--- src/rtl/clkrst_pkg.sv ---
// Shared encodings for the SoC clock/reset sequencer.
package clkrst_pkg;
  localparam int STATE_W    = 3;
  localparam int LOSS_CNT_W = 8;

  typedef enum logic [STATE_W-1:0] {
    ST_WAIT_LOCK = 3'd0,
    ST_SETTLE    = 3'd1,
    ST_CLK_EN    = 3'd2,
    ST_RUN       = 3'd3,
    ST_SW_RST    = 3'd4,
    ST_SHUTDOWN  = 3'd5
  } state_e;
endpackage

--- src/rtl/sync_ff.sv ---
// Multi-flop synchronizer for a single asynchronous level, cleared to 0 on reset.
module sync_ff #(
  parameter int STAGES = 2
) (
  input  logic clk,
  input  logic reset,
  input  logic d,
  output logic q
);
  logic [STAGES-1:0] sync_q, sync_d;

  always_comb sync_d = {sync_q[STAGES-2:0], d};

  always_ff @(posedge clk) begin
    if (reset) sync_q <= '0;
    else       sync_q <= sync_d;
  end

  assign q = sync_q[STAGES-1];
endmodule

--- src/rtl/soc_clkrst_seq.sv ---
// Clock-enable / SoC-reset sequencer: lock stable -> clock on -> reset released,
// torn down in reverse, with software reset pulses and lock-loss recovery.
//
// state     | meaning
// WAIT_LOCK | clock gated, SoC in reset, waiting for synchronized lock
// SETTLE    | lock seen, must stay high SETTLE_CYCLES before enabling the clock
// CLK_EN    | clock running, SoC still in reset for CE_LEAD_CYCLES
// RUN       | clock running, SoC out of reset
// SW_RST    | software-requested reset pulse, clock kept running
// SHUTDOWN  | one cycle of reset with the clock still on before gating
module soc_clkrst_seq
  import clkrst_pkg::*;
#(
  parameter int SYNC_STAGES    = 2,
  parameter int SETTLE_CYCLES  = 1024,
  parameter int CE_LEAD_CYCLES = 16,
  parameter int SW_RST_CYCLES  = 64,
  parameter int CNT_W          = 16
) (
  input  logic                  clk,
  input  logic                  reset,
  input  logic                  lock_in,
  input  logic                  sw_reset_req,
  output logic                  buf_ce,
  output logic                  soc_reset,
  output logic                  ready,
  output logic [STATE_W-1:0]    state_o,
  output logic [LOSS_CNT_W-1:0] lock_loss_cnt
);
  localparam logic [CNT_W-1:0] SETTLE_LD = CNT_W'(SETTLE_CYCLES - 1);
  localparam logic [CNT_W-1:0] CE_LD     = CNT_W'(CE_LEAD_CYCLES - 1);
  localparam logic [CNT_W-1:0] SW_LD     = CNT_W'(SW_RST_CYCLES - 1);

  logic                  lock_s;
  logic                  loss_evt;
  state_e                state_q, state_d;
  logic [CNT_W-1:0]      cnt_q, cnt_d;
  logic [LOSS_CNT_W-1:0] loss_q, loss_d;

  sync_ff #(.STAGES(SYNC_STAGES)) u_lock_sync (
    .clk   (clk),
    .reset (reset),
    .d     (lock_in),
    .q     (lock_s)
  );

  always_comb begin
    state_d  = state_q;
    cnt_d    = cnt_q;
    loss_evt = 1'b0;
    case (state_q)
      ST_WAIT_LOCK: if (lock_s) begin
        state_d = ST_SETTLE;
        cnt_d   = SETTLE_LD;
      end
      ST_SETTLE: begin
        if (!lock_s) begin
          state_d  = ST_WAIT_LOCK;
          cnt_d    = '0;
          loss_evt = 1'b1;
        end else if (cnt_q == '0) begin
          state_d = ST_CLK_EN;
          cnt_d   = CE_LD;
        end else begin
          cnt_d = cnt_q - CNT_W'(1);
        end
      end
      // CLK_EN and SW_RST share the same exit rule: lock loss first, then expiry.
      ST_CLK_EN, ST_SW_RST: begin
        if (!lock_s) begin
          state_d  = ST_SHUTDOWN;
          loss_evt = 1'b1;
        end else if (cnt_q == '0) begin
          state_d = ST_RUN;
        end else begin
          cnt_d = cnt_q - CNT_W'(1);
        end
      end
      ST_RUN: begin
        if (!lock_s) begin
          state_d  = ST_SHUTDOWN;
          loss_evt = 1'b1;
        end else if (sw_reset_req) begin
          state_d = ST_SW_RST;
          cnt_d   = SW_LD;
        end
      end
      ST_SHUTDOWN: state_d = ST_WAIT_LOCK;
      default:     state_d = ST_WAIT_LOCK;
    endcase
  end

  always_comb begin
    loss_d = loss_q;
    if (loss_evt && (loss_q != '1)) loss_d = loss_q + LOSS_CNT_W'(1);
  end

  always_ff @(posedge clk) begin
    if (reset) begin
      state_q <= ST_WAIT_LOCK;
      cnt_q   <= '0;
      loss_q  <= '0;
    end else begin
      state_q <= state_d;
      cnt_q   <= cnt_d;
      loss_q  <= loss_d;
    end
  end

  assign buf_ce        = (state_q == ST_CLK_EN) || (state_q == ST_RUN) ||
                         (state_q == ST_SW_RST) || (state_q == ST_SHUTDOWN);
  assign soc_reset     = (state_q != ST_RUN);
  assign ready         = (state_q == ST_RUN);
  assign state_o       = state_q;
  assign lock_loss_cnt = loss_q;
endmodule

--- config.mk ---
export PLATFORM = sky130hd
export DESIGN_NAME = soc_clkrst_seq
export DESIGN_NICKNAME = d
export VERILOG_FILES = /design/src/rtl/clkrst_pkg.sv /design/src/rtl/sync_ff.sv /design/src/rtl/soc_clkrst_seq.sv
export SDC_FILE = /design/constraint.sdc
export NUM_CORES = 1
export LEC_CHECK = 0
export ABC_AREA = 1
export CORE_UTILIZATION = 45
export DETAILED_ROUTE_END_ITERATION = 12
export PLACE_DENSITY = 0.65
export RECOVER_POWER = 100
export SLEW_MARGIN = 15
export SYNTH_ARGS = -nofsm -noshare
export SYNTH_HDL_FRONTEND = slang
export SYNTH_SLANG_ARGS = --single-unit
--- constraint.sdc ---
create_clock -name clk -period 1.87 [get_ports clk]
set_input_delay 0.2805 -clock clk [delete_from_list [all_inputs] [get_ports clk]]
set_output_delay 0.2805 -clock clk [all_outputs]
set_load 0.1 [all_outputs]
# [After elaboration in Yosys (flattened, before gate mapping)]
# Cells that the tools add are included.
[word_totals] output_inout_bits=14 ff_bits=29 input_bits=4 elab_cells=50
[op_classes] reduce_logical=11 n_addsub=2 n_mux=18 eq_ne=15
[ops] op="$mux W16" n=7
[ops] op="$pmux W16 S4" n=1
[ops] op="$mux W3" n=7
[ops] op="$logic_not A16 Y1" n=1
[ops] op="$sub A16 B1 Y16 const B" n=1
[ops] op="$pmux W3 S4" n=1
[ops] op="$ne A3 B3 Y1 const B" n=3
[ops] op="$add A8 B1 Y8 const B" n=1
[ops] op="$ne A8 B8 Y1 const B" n=1
[ops] op="$eq A3 B2 Y1 const B" n=2
[ops] op="$eq A3 B3 Y1 const B" n=2
[ops] op="$ne A2 B1 Y1 const B" n=3
[ops] op="$reduce_and A6 Y1" n=1
[ops] op="$ne A2 B2 Y1 const B" n=2
[ops] op="$reduce_and A4 Y1" n=1
[ops] op="$reduce_bool A4 Y1" n=1
[ops] op="$reduce_or A4 Y1" n=1
[ops] op="$eq A3 B1 Y1 const B" n=1
[ops] op="$logic_not A3 Y1" n=1
[ops] op="$logic_or A1 B1 Y1" n=3
[ops] op="$ne A3 B2 Y1 const B" n=1
[ops] op="$mux W1" n=2
[ops] op="$reduce_or A2 Y1" n=1
[ops] op="$logic_and A1 B1 Y1" n=1

# [Longest topological paths before layout]
# Gate-level depths: netlist of the first run.
[logic_depth] ltp_word=4 mapped_depth=10 mapped_depth_nobuf=10

# [By module]
# A second synthesis of the first run with hierarchy kept.
[hier_totals] hier_cells=316 area_unflattened_um2=1901.8
[by_module_without_submodules] module="soc_clkrst_seq" seq_area_each_um2=540.5 area_each_um2=1846.8 cells_each=310 n_inst=1
[by_module_without_submodules] module="sync_ff" seq_area_each_um2=40.0 area_each_um2=55.1 cells_each=6 n_inst=1

# [Least setup slack after synthesis of the first run]
# No wires, ideal clock.
[synth_timing] kind="register to register" start="register state_q[1], in the netlist state_o[1]" end="register state_q[1], in the netlist state_o[1]" path_slack_ns=-2.416 synth_period_minus_slack_ns=4.286 t_required_ns=1.750 setup_time_ns=0.120 stages_incl_launch_ff=10 arrival_ns=4.166 path_buffers=0 path_cell_list="dfxtp_1 > nand2_1 > nor2_1 > inv_1 > nor2_1 > nand2_1 > nand2_1 > inv_1 > a21oi_1 > nor2_1"
[synth_between] word_cells_on_any_way=12 classes_between="eq/ne: 8; mux: 1; reduce/logical: 3"
[synth_rtl] element="start, declared" line_no="soc_clkrst_seq.sv:36" rtl="state_e state_q, state_d;"
[synth_rtl] element="start signal, assigned" line_no="soc_clkrst_seq.sv:104" rtl="state_q <= state_d;"
[synth_rtl] element="$eq A3 B2 Y1 *"
[synth_rtl] element="named net ready" line_no="soc_clkrst_seq.sv:26" rtl="output logic ready,"
[synth_rtl] element="$ne A3 B3 Y1 (no line)"
[synth_rtl] element="$reduce_and A4 Y1 (no line)"
# Mark *: on every way through the listed nets, which the timed path passes. The rest lies on a longest branch.
# A chain may end at the register's enable or synchronous reset.

# [Worst setup path in the final report of the first run]
[layout_timing] start="register cnt_q[0]" end="register cnt_q[14]"
[layout_between] elab_chain_cells=4 word_cells_on_any_way=9 classes_between="add/sub: 1; eq/ne: 1; mux: 5; reduce/logical: 2"
[layout_lines] element="start, declared" line_no="soc_clkrst_seq.sv:37" rtl="logic [CNT_W-1:0] cnt_q, cnt_d;"
[layout_lines] element="start signal, assigned" line_no="soc_clkrst_seq.sv:105" rtl="cnt_q <= cnt_d;"
[layout_lines] element="$sub A16 B1 Y16 or $logic_not A16 Y1 (tied branches)"
[layout_lines] element="$mux W16 (on tied branches)" line_no="soc_clkrst_seq.sv:73, soc_clkrst_seq.sv:61"
[layout_lines] element="$mux W16 (on tied branches)" line_no="soc_clkrst_seq.sv:70, soc_clkrst_seq.sv:57"
[layout_lines] element="$pmux W16 S4" line_no="soc_clkrst_seq.sv:51" rtl="case (state_q)"
# Several ways; a longest one is shown, not always the timed one. The select of a mux whose other input is x is not followed.

==> results of run 1 <==
[worst min path at each step]
stage	start	to	slack [ns]	cells past startpoint
3_3_place_gp	u_lock_sync.sync_q[0]	u_lock_sync.sync_q[1]	0.40	2
4_1_cts	u_lock_sync.sync_q[0]	u_lock_sync.sync_q[1]	0.41	2
3_5_place_dp	u_lock_sync.sync_q[0]	u_lock_sync.sync_q[1]	0.40	2
6_report	u_lock_sync.sync_q[0]	u_lock_sync.sync_q[1]	0.40	2
5_1_grt	u_lock_sync.sync_q[0]	u_lock_sync.sync_q[1]	0.44	2
2_1_floorplan	lock_in	u_lock_sync.sync_q[0]	0.39	2
[placed cells by master, fill, tap and decap left out, drive strengths merged, types with 3 or more instances in the layout]
cell and instances:
nor2 74, nand2 62, inv 36, dfxtp 29, nand3 26, clkbuf 21, o21ai 19, a21oi 12
xor2 9, buf 8, nor3 7, nand4 4, xnor2 3
[cell usage after synthesis, types with 3 or more instances]
cell type / count
inv_1: 35
o21ai_1: 10
nor3_1: 6
o21ai_0: 8
nand2_1: 60
a21oi_1: 11
nor2_2: 5
nand3_1: 25
dfxtp_1: 29
nor2_1: 64
xnor2_1: 3
xor2_1: 9
nor2_4: 4
[critical path, delay by kind of cell (launching register included)]
family                     cells  cell delay [ns]
adders and majority gates      1             0.20
DFF                            1             0.32
buffers and inverters          2             0.26
AOI/OAI and AO/OA              1             0.14
and+or+nand+nor                6             0.71
[layer usage]
metal / vias to the layer above / GRT usage
met5: - / 0
met2: 33 / 0.3207
met3: 8 / 0.04110
met1: 794 / 0.2882
li1: 989 / -
met4: 0 / 0.09840
[power by group through the flow]
stage,clock network [mW],registers (mW),logic [mW]
finish,0.571,0.974,2.29
global route,0.621,0.996,2.56
CTS,0.590,0.974,2.37
detailed placement,0,0.984,2.36
global placement,0,0.984,2.36
floorplan,0,1.21,1.64
[through the flow]
step                      instances    util  setup slack (ns)
after floorplan                 294       -           -0.7304
after global placement          364  0.5502           0.08541
after detailed placement        364  0.5502           0.06839
after CTS                       372  0.5755            0.1353
after global routing            373  0.5605          0.007041
final                           373  0.5605            0.1270
[layout make-up]
class,instances,share of cell area
well taps,50,0.02790
repair buffers,25,0.07868
flip-flops and latches,29,0.2667
clock inverters,1,0.002232
clock buffers,7,0.04297
multi-input cells,224,0.5190
inverters,37,0.06250
[kinds of logic after synthesis]
kind of cell	after synthesis	share of synthesized area
AO/OA/AOI/OAI	35	0.1067
XOR/XNOR	12	0.05600
adder cells (fa/ha/maj)	2	0.01333
buffers and inverters	42	0.09134
flip-flops	29	0.3093
AND/OR/NAND/NOR	174	0.4233
[repair_timing]
action,CTS,global route
gates resized for setup,0,1
endpoints found under the setup margin,0,2
hold buffers,0,0
[state kept, by name, indices dropped and copies added, names as in the netlist]
signal,cells
u_lock_sync.sync_q,2
state_o,3
cnt_q,16
lock_loss_cnt,8
==> results.sh, run 1 <==
export IMPL_outcome="finished, final reports clean"
export IMPL_critPathMaxStageDelay_ns=0.32
export IMPL_synth_seq_cells=29
export IMPL_synth_yosys_seq_area_share=0.3093
export IMPL_setup_tns_ns=0
export IMPL_drt_pass1_iterations=4
export IMPL_skew_ns=0.007131
export IMPL_fillCellCount=424
export IMPL_die_w_um=66.58
export IMPL_die_y_um=66.58
export IMPL_hold_slack_ns=0.4043
export IMPL_swShare=0.5221
export IMPL_crit_end="cnt_q[14]"
export IMPL_r2r_start="cnt_q[0]"
export IMPL_ys_async_sr_fraction=0
export IMPL_power_switching_mw=2.001
export IMPL_synth_flop_cell="dfxtp_1"
export IMPL_grt_max_degree=22
export IMPL_power_mw=3.833
export IMPL_crit_start="cnt_q[0]"
export IMPL_sequentialPowerShare=0.254
export IMPL_wl_met3_um=143
export IMPL_boundaryPins=18
export IMPL_first_iter_violations=94
export IMPL_drt_total_wl_mm=4.131
export IMPL_place_congestion=0.8979
export IMPL_yosysTopAreaCellShare=0.3093
export IMPL_setup_viol_count_final=0
export IMPL_maxSlewViolCount=0
export IMPL_slowest_stage="dfxtp_1"
export IMPL_worst_setup_path_type="reg -> reg"
export IMPL_multi_input_area_um2=1164
export IMPL_setup_worst_path_end_class="flip-flop"
export IMPL_stdcell_area_um2=2242
export IMPL_rows=23
export IMPL_timing_final_crit_share=0.9321
export IMPL_antenna_found_initial=0
export IMPL_synth_top_cell_by_area="dfxtp_1"
export IMPL_clk_pin_slew_worst_paths_ns=0.06
export IMPL_dr_wl_met2_mm=1.743
export IMPL_area_growth_pct=19.47
export IMPL_postCtsSetupBuffers=0
export IMPL_diodes=0
export IMPL_clock_sinks=29
export IMPL_synth_area_um2=1877
export IMPL_insertion_delay_ns=0.29
export IMPL_r2r_end="cnt_q[14]"
export IMPL_htreeDepth=2
export IMPL_yosysWarnings=0
export IMPL_drc=0
export IMPL_p_int_mw=1.831
export IMPL_r2r_cells=10
export IMPL_cts_root_buf="clkbuf_8"
export IMPL_slew_headroom=0.6409
export IMPL_r2r_setup_slack_ns=0.13
export IMPL_rsz0062_at_grt="false"
export IMPL_path_cells="inv_1 -> ha_1 -> nand2_1 -> nor2_4 -> nand3_4 -> nor2_4 -> nor2_4 -> buf_2 -> o21ai_1 -> nor2_1"
export IMPL_start_util=0.4692
export IMPL_wl_per_cell_um=11.08
export IMPL_p_leak_nw=0.9904
export IMPL_cp_arrival_ns=1.92
export IMPL_maxCapViolCount=0
export IMPL_dp_hpwl_mm=3.102
export IMPL_portBuffers=17
export IMPL_powerDensity_nw_per_um2=1709
export IMPL_cp_start_kind="flip-flop"
export IMPL_clockBufferDepth=2
export IMPL_regArea_um2=598.1
export IMPL_path_common_cell="nor2_4"
export IMPL_met1_length_mm=2.150
export IMPL_worst_slew_pin_slew_ns=0.5410
export IMPL_dpl_cell_area_um2=2201
export IMPL_dr_max_layer_used="met4"
export IMPL_clock_power_share=0.149
export IMPL_post_route_min_period_ns=1.743
export IMPL_ys_top_cells_by_area="dfxtp_1 (31%), nor2_1 (13%), nand2_1 (12%), inv_1 (7.0%), nand3_1 (6.7%)"
export IMPL_grt_pass1_wl_mm=7.169
export IMPL_drive_gt1_frac=0.1950
export IMPL_combinationalPowerShare=0.597
export IMPL_worstPathRequired_ns=2.05
export IMPL_die_area_um2=4433
export IMPL_synth_edf_count=0
export IMPL_routed_via_density=4.890
export IMPL_cp_max_fo=6
export IMPL_nNetsFinal=328
export IMPL_grt_pass1_vias=1606
export IMPL_finalHoldViolations=0
export IMPL_cts_buffers=5
export IMPL_synthDistinctLibCells=31
export IMPL_synthesis_nets=300
export IMPL_peakVddDrop_v=0.0007130
export IMPL_fmax_mhz=573.7
export IMPL_core_area_um2=4000
export IMPL_vias=1824
export IMPL_cts_tree="yes"
export IMPL_grt_overflow_total=0
export IMPL_min_path_type="reg -> reg"
export IMPL_syn_area_per_cell_um2=6.384
export IMPL_drtAntennaViolNets=0
export IMPL_grt_usage=0.2129
export IMPL_syn_inst=294
Note: power is estimated with default switching activity, not from simulation.
==> inputs of run 2 (changes only) <==
Settings changed: ABC_AREA 1 to 0, PLACE_DENSITY 0.65 to 0.66.
==> results.sh, run 2 <==
export IMPL_wl_per_cell_um=14.79
export IMPL_fillCellCount=262
export IMPL_vias=1648
export IMPL_final_common_cell="buf_4"
export IMPL_rows=21
export IMPL_skew_ns=0.005814
export IMPL_hold_start="u_lock_sync.sync_q[0]"
export IMPL_sequentialPowerShare=0.411
export IMPL_r2r_setup_slack_ns=-0.01
export IMPL_r2r_start="cnt_q[0]"
export IMPL_r2r_end="cnt_q[13]"
export IMPL_synth_yosys_seq_area_share=0.3429
export IMPL_die_w_um=63.34
export IMPL_r2r_cells=6
export IMPL_synthesis_nets=213
export IMPL_fmax_mhz=531.1
export IMPL_p_leak_nw=0.9713
export IMPL_slew_headroom=0.6212
export IMPL_syn_inst=207
export IMPL_ys_async_sr_fraction=0
export IMPL_die_area_um2=4011
export IMPL_setup_ws_ns=-0.01280
export IMPL_cts_buffers=5
export IMPL_maxSlewViolCount=0
export IMPL_drtAntennaViolNets=0
export IMPL_timing_final_crit_share=1.007
export IMPL_crit_buf_inv=0
export IMPL_hold_slack_ns=0.4479
export IMPL_grt_max_degree=16
export IMPL_clockBufferDepth=2
export IMPL_antenna_found_initial=0
export IMPL_synthDistinctLibCells=50
export IMPL_boundaryPins=18
export IMPL_synth_flop_cell="dfxtp_1"
export IMPL_whs_path_depth=1
export IMPL_worst_slew_pin_slew_ns=0.5674
export IMPL_core_area_um2=3468
export IMPL_grt_pass1_wl_mm=6.886
export IMPL_htreeDepth=2
export IMPL_clk_pin_slew_worst_paths_ns=0.07
export IMPL_met2_usage=0.3896
export IMPL_cts_root_buf="clkbuf_8"
export IMPL_busiest_layer="met2"
export IMPL_synth_top_cell_by_area="dfxtp_1"
export IMPL_drc=0
export IMPL_start_util=0.4881
export IMPL_yosysTopAreaCellShare=0.3429
export IMPL_nNetsFinal=260
export IMPL_met3_usage=0.04891
export IMPL_crit_start="cnt_q[0]"
export IMPL_peakVddDrop_v=0.0006148
export IMPL_fin_util=0.7132
export IMPL_cts_hold_buf=0
export IMPL_swShare=0.3087
export IMPL_min_path_type="reg -> reg"
export IMPL_synth_area_um2=1693
export IMPL_synth_edf_count=0
export IMPL_portBuffers=17
export IMPL_clock_power_share=0.327
export IMPL_clock_sinks=29
export IMPL_grt_pass1_vias=1608
export IMPL_drive_gt1_frac=0.4196
export IMPL_ys_top_cells_by_area="dfxtp_1 (34%), nor2_1 (7.5%), xor2_1 (4.1%), nor3_1 (3.8%), nor2b_1 (3.7%)"
export IMPL_area_growth_pct=46.12
export IMPL_worst_setup_path_type="reg -> reg"
export IMPL_largest_register="cnt_q"
export IMPL_powerDensity_nw_per_um2=663.6
export IMPL_drt_total_wl_mm=4.453
export IMPL_insertion_delay_ns=0.28
export IMPL_synth_seq_cells=29
export IMPL_syn_area_per_cell_um2=8.178
export IMPL_largest_reg_flops=16
export IMPL_violations="negative setup slack"
export IMPL_critical_path_top_delay_family="simple AND/OR/NAND/NOR gates"
export IMPL_synthTopCellsByCount="nor2_1 (34), dfxtp_1 (29), nand2_1 (16)"
export IMPL_cts_tree="yes"
export IMPL_critPathMaxStageDelay_ns=0.56
export IMPL_yosysWarnings=0
export IMPL_slowest_stage="or4_4"
export IMPL_combinationalPowerShare=0.262
export IMPL_cp_arrival_ns=2.06
export IMPL_grt_usage=0.2161
export IMPL_cp_start_kind="flip-flop"
export IMPL_grt_overflow_total=0
export IMPL_place_congestion=0.8284
export IMPL_path_cells="or4_4 -> nor4_4 -> nand2_2 -> nor4b_4 -> xnor2_2 -> nor2_2"
export IMPL_mostFrequentLayoutCells="buf_4 (38), nor2_1 (34), nand2_1 (16), dfxtp_1 (16)"
export IMPL_drt_pass1_iterations=4
export IMPL_dp_hpwl_mm=2.999
export IMPL_maxCapViolCount=0
export IMPL_synth_most_common_cell="nor2_1"
export IMPL_routed_via_density=5.475
export IMPL_post_route_min_period_ns=1.883
export IMPL_worst_hold_path_endpoint="u_lock_sync.sync_q[1]"
export IMPL_first_iter_violations=68
export IMPL_use_met1=0.2500
export IMPL_rsz0062_at_grt="true"
export IMPL_setup_viol_count_final=1
export IMPL_finalHoldViolations=0
export IMPL_die_y_um=63.34
export IMPL_outcome="finished, violations left"
export IMPL_worstPathRequired_ns=2.05
export IMPL_p_int_mw=1.135
export IMPL_setup_worst_path_end_class="flip-flop"
export IMPL_power_switching_mw=0.5068
export IMPL_diodes=0
export IMPL_cp_max_fo=4
-- run 2: cell types whose count changed after synthesis, moves of 5 or more --
cell     before  now
nor2_1       64   34
o21ai_0       8    1
inv_1        35    4
nor4_1        0    9
nor2b_1       0   10
o21ai_1      10    1
nor3_1        6   13
nand3_1      25    3
nand2_1      60   16
nand4_1       2    7
-- run 2: repair_timing --
action                                  CTS  global route
endpoints found under the setup margin    7            19
pin swaps                                 0            18
gates cloned                              0             0
gates resized for setup                   5            31
buffers inserted                          0             6
-- run 2: layout make-up --
| cell class | instances | area (um^2) | area share |
|---|---|---|---|
| clock buffer | 6 | 82.58 | 0.03338 |
| clock inverter | 2 | 8.758 | 0.003541 |
| inverter | 4 | 21.27 | 0.008599 |
| multi-input combinational | 164 | 1234 | 0.4987 |
| sequential | 29 | 614.3 | 0.2484 |
| tap | 46 | 57.56 | 0.02327 |
| timing repair buffer | 50 | 455.4 | 0.1841 |
-- run 2: through the flow --
step	std cells	area (um^2)	worst slack [ns]	total power [mW]	TNS, ns
after CTS	295	2282	-0.01533	1.547	-0.03229
after global placement	287	2161	-0.02526	0.9987	-0.05279
final	301	2474	-0.01280	1.642	-0.01280
after global routing	301	2474	-0.1157	1.711	-0.9798
after detailed placement	287	2161	-0.05040	1.008	-0.2245
after floorplan	207	1763	-0.9033	0.8994	-12.74
-- run 2: worst max path at each step --
stage,end,slack (ns),depth (start not counted)
floorplan,ready,-0.90,4
global placement,cnt_q[3],-0.03,8
detailed placement,cnt_q[0],-0.05,8
CTS,cnt_q[15],-0.02,6
global route,cnt_q[7],-0.12,8
finish,cnt_q[13],-0.01,6
-- run 2: cell families after synthesis --
logic type,Yosys count,synth area share
AND/OR/NAND/NOR,118,0.4021
adder cells (fa/ha/maj),3,0.02143
AO/OA/AOI/OAI,27,0.1101
XOR/XNOR,15,0.07761
multiplexers,1,0.005913
buffers and inverters,14,0.03991
flip-flops,29,0.3429
-- run 2: layer usage --
metal / share of wire / vias up
met5: 0 / -
met1: 0.43 / 776
met2: 0.52 / 34
met4: 0.014 / 0
met3: 0.035 / 8
li1: - / 830
-- run 2: power groups by stage --
stage	combinational [mW]	clock [mW]	sequential, mW
global route	0.465	0.567	0.680
floorplan	0.209	0	0.690
finish	0.430	0.537	0.675
global placement	0.321	0	0.678
CTS	0.340	0.539	0.668
detailed placement	0.329	0	0.679
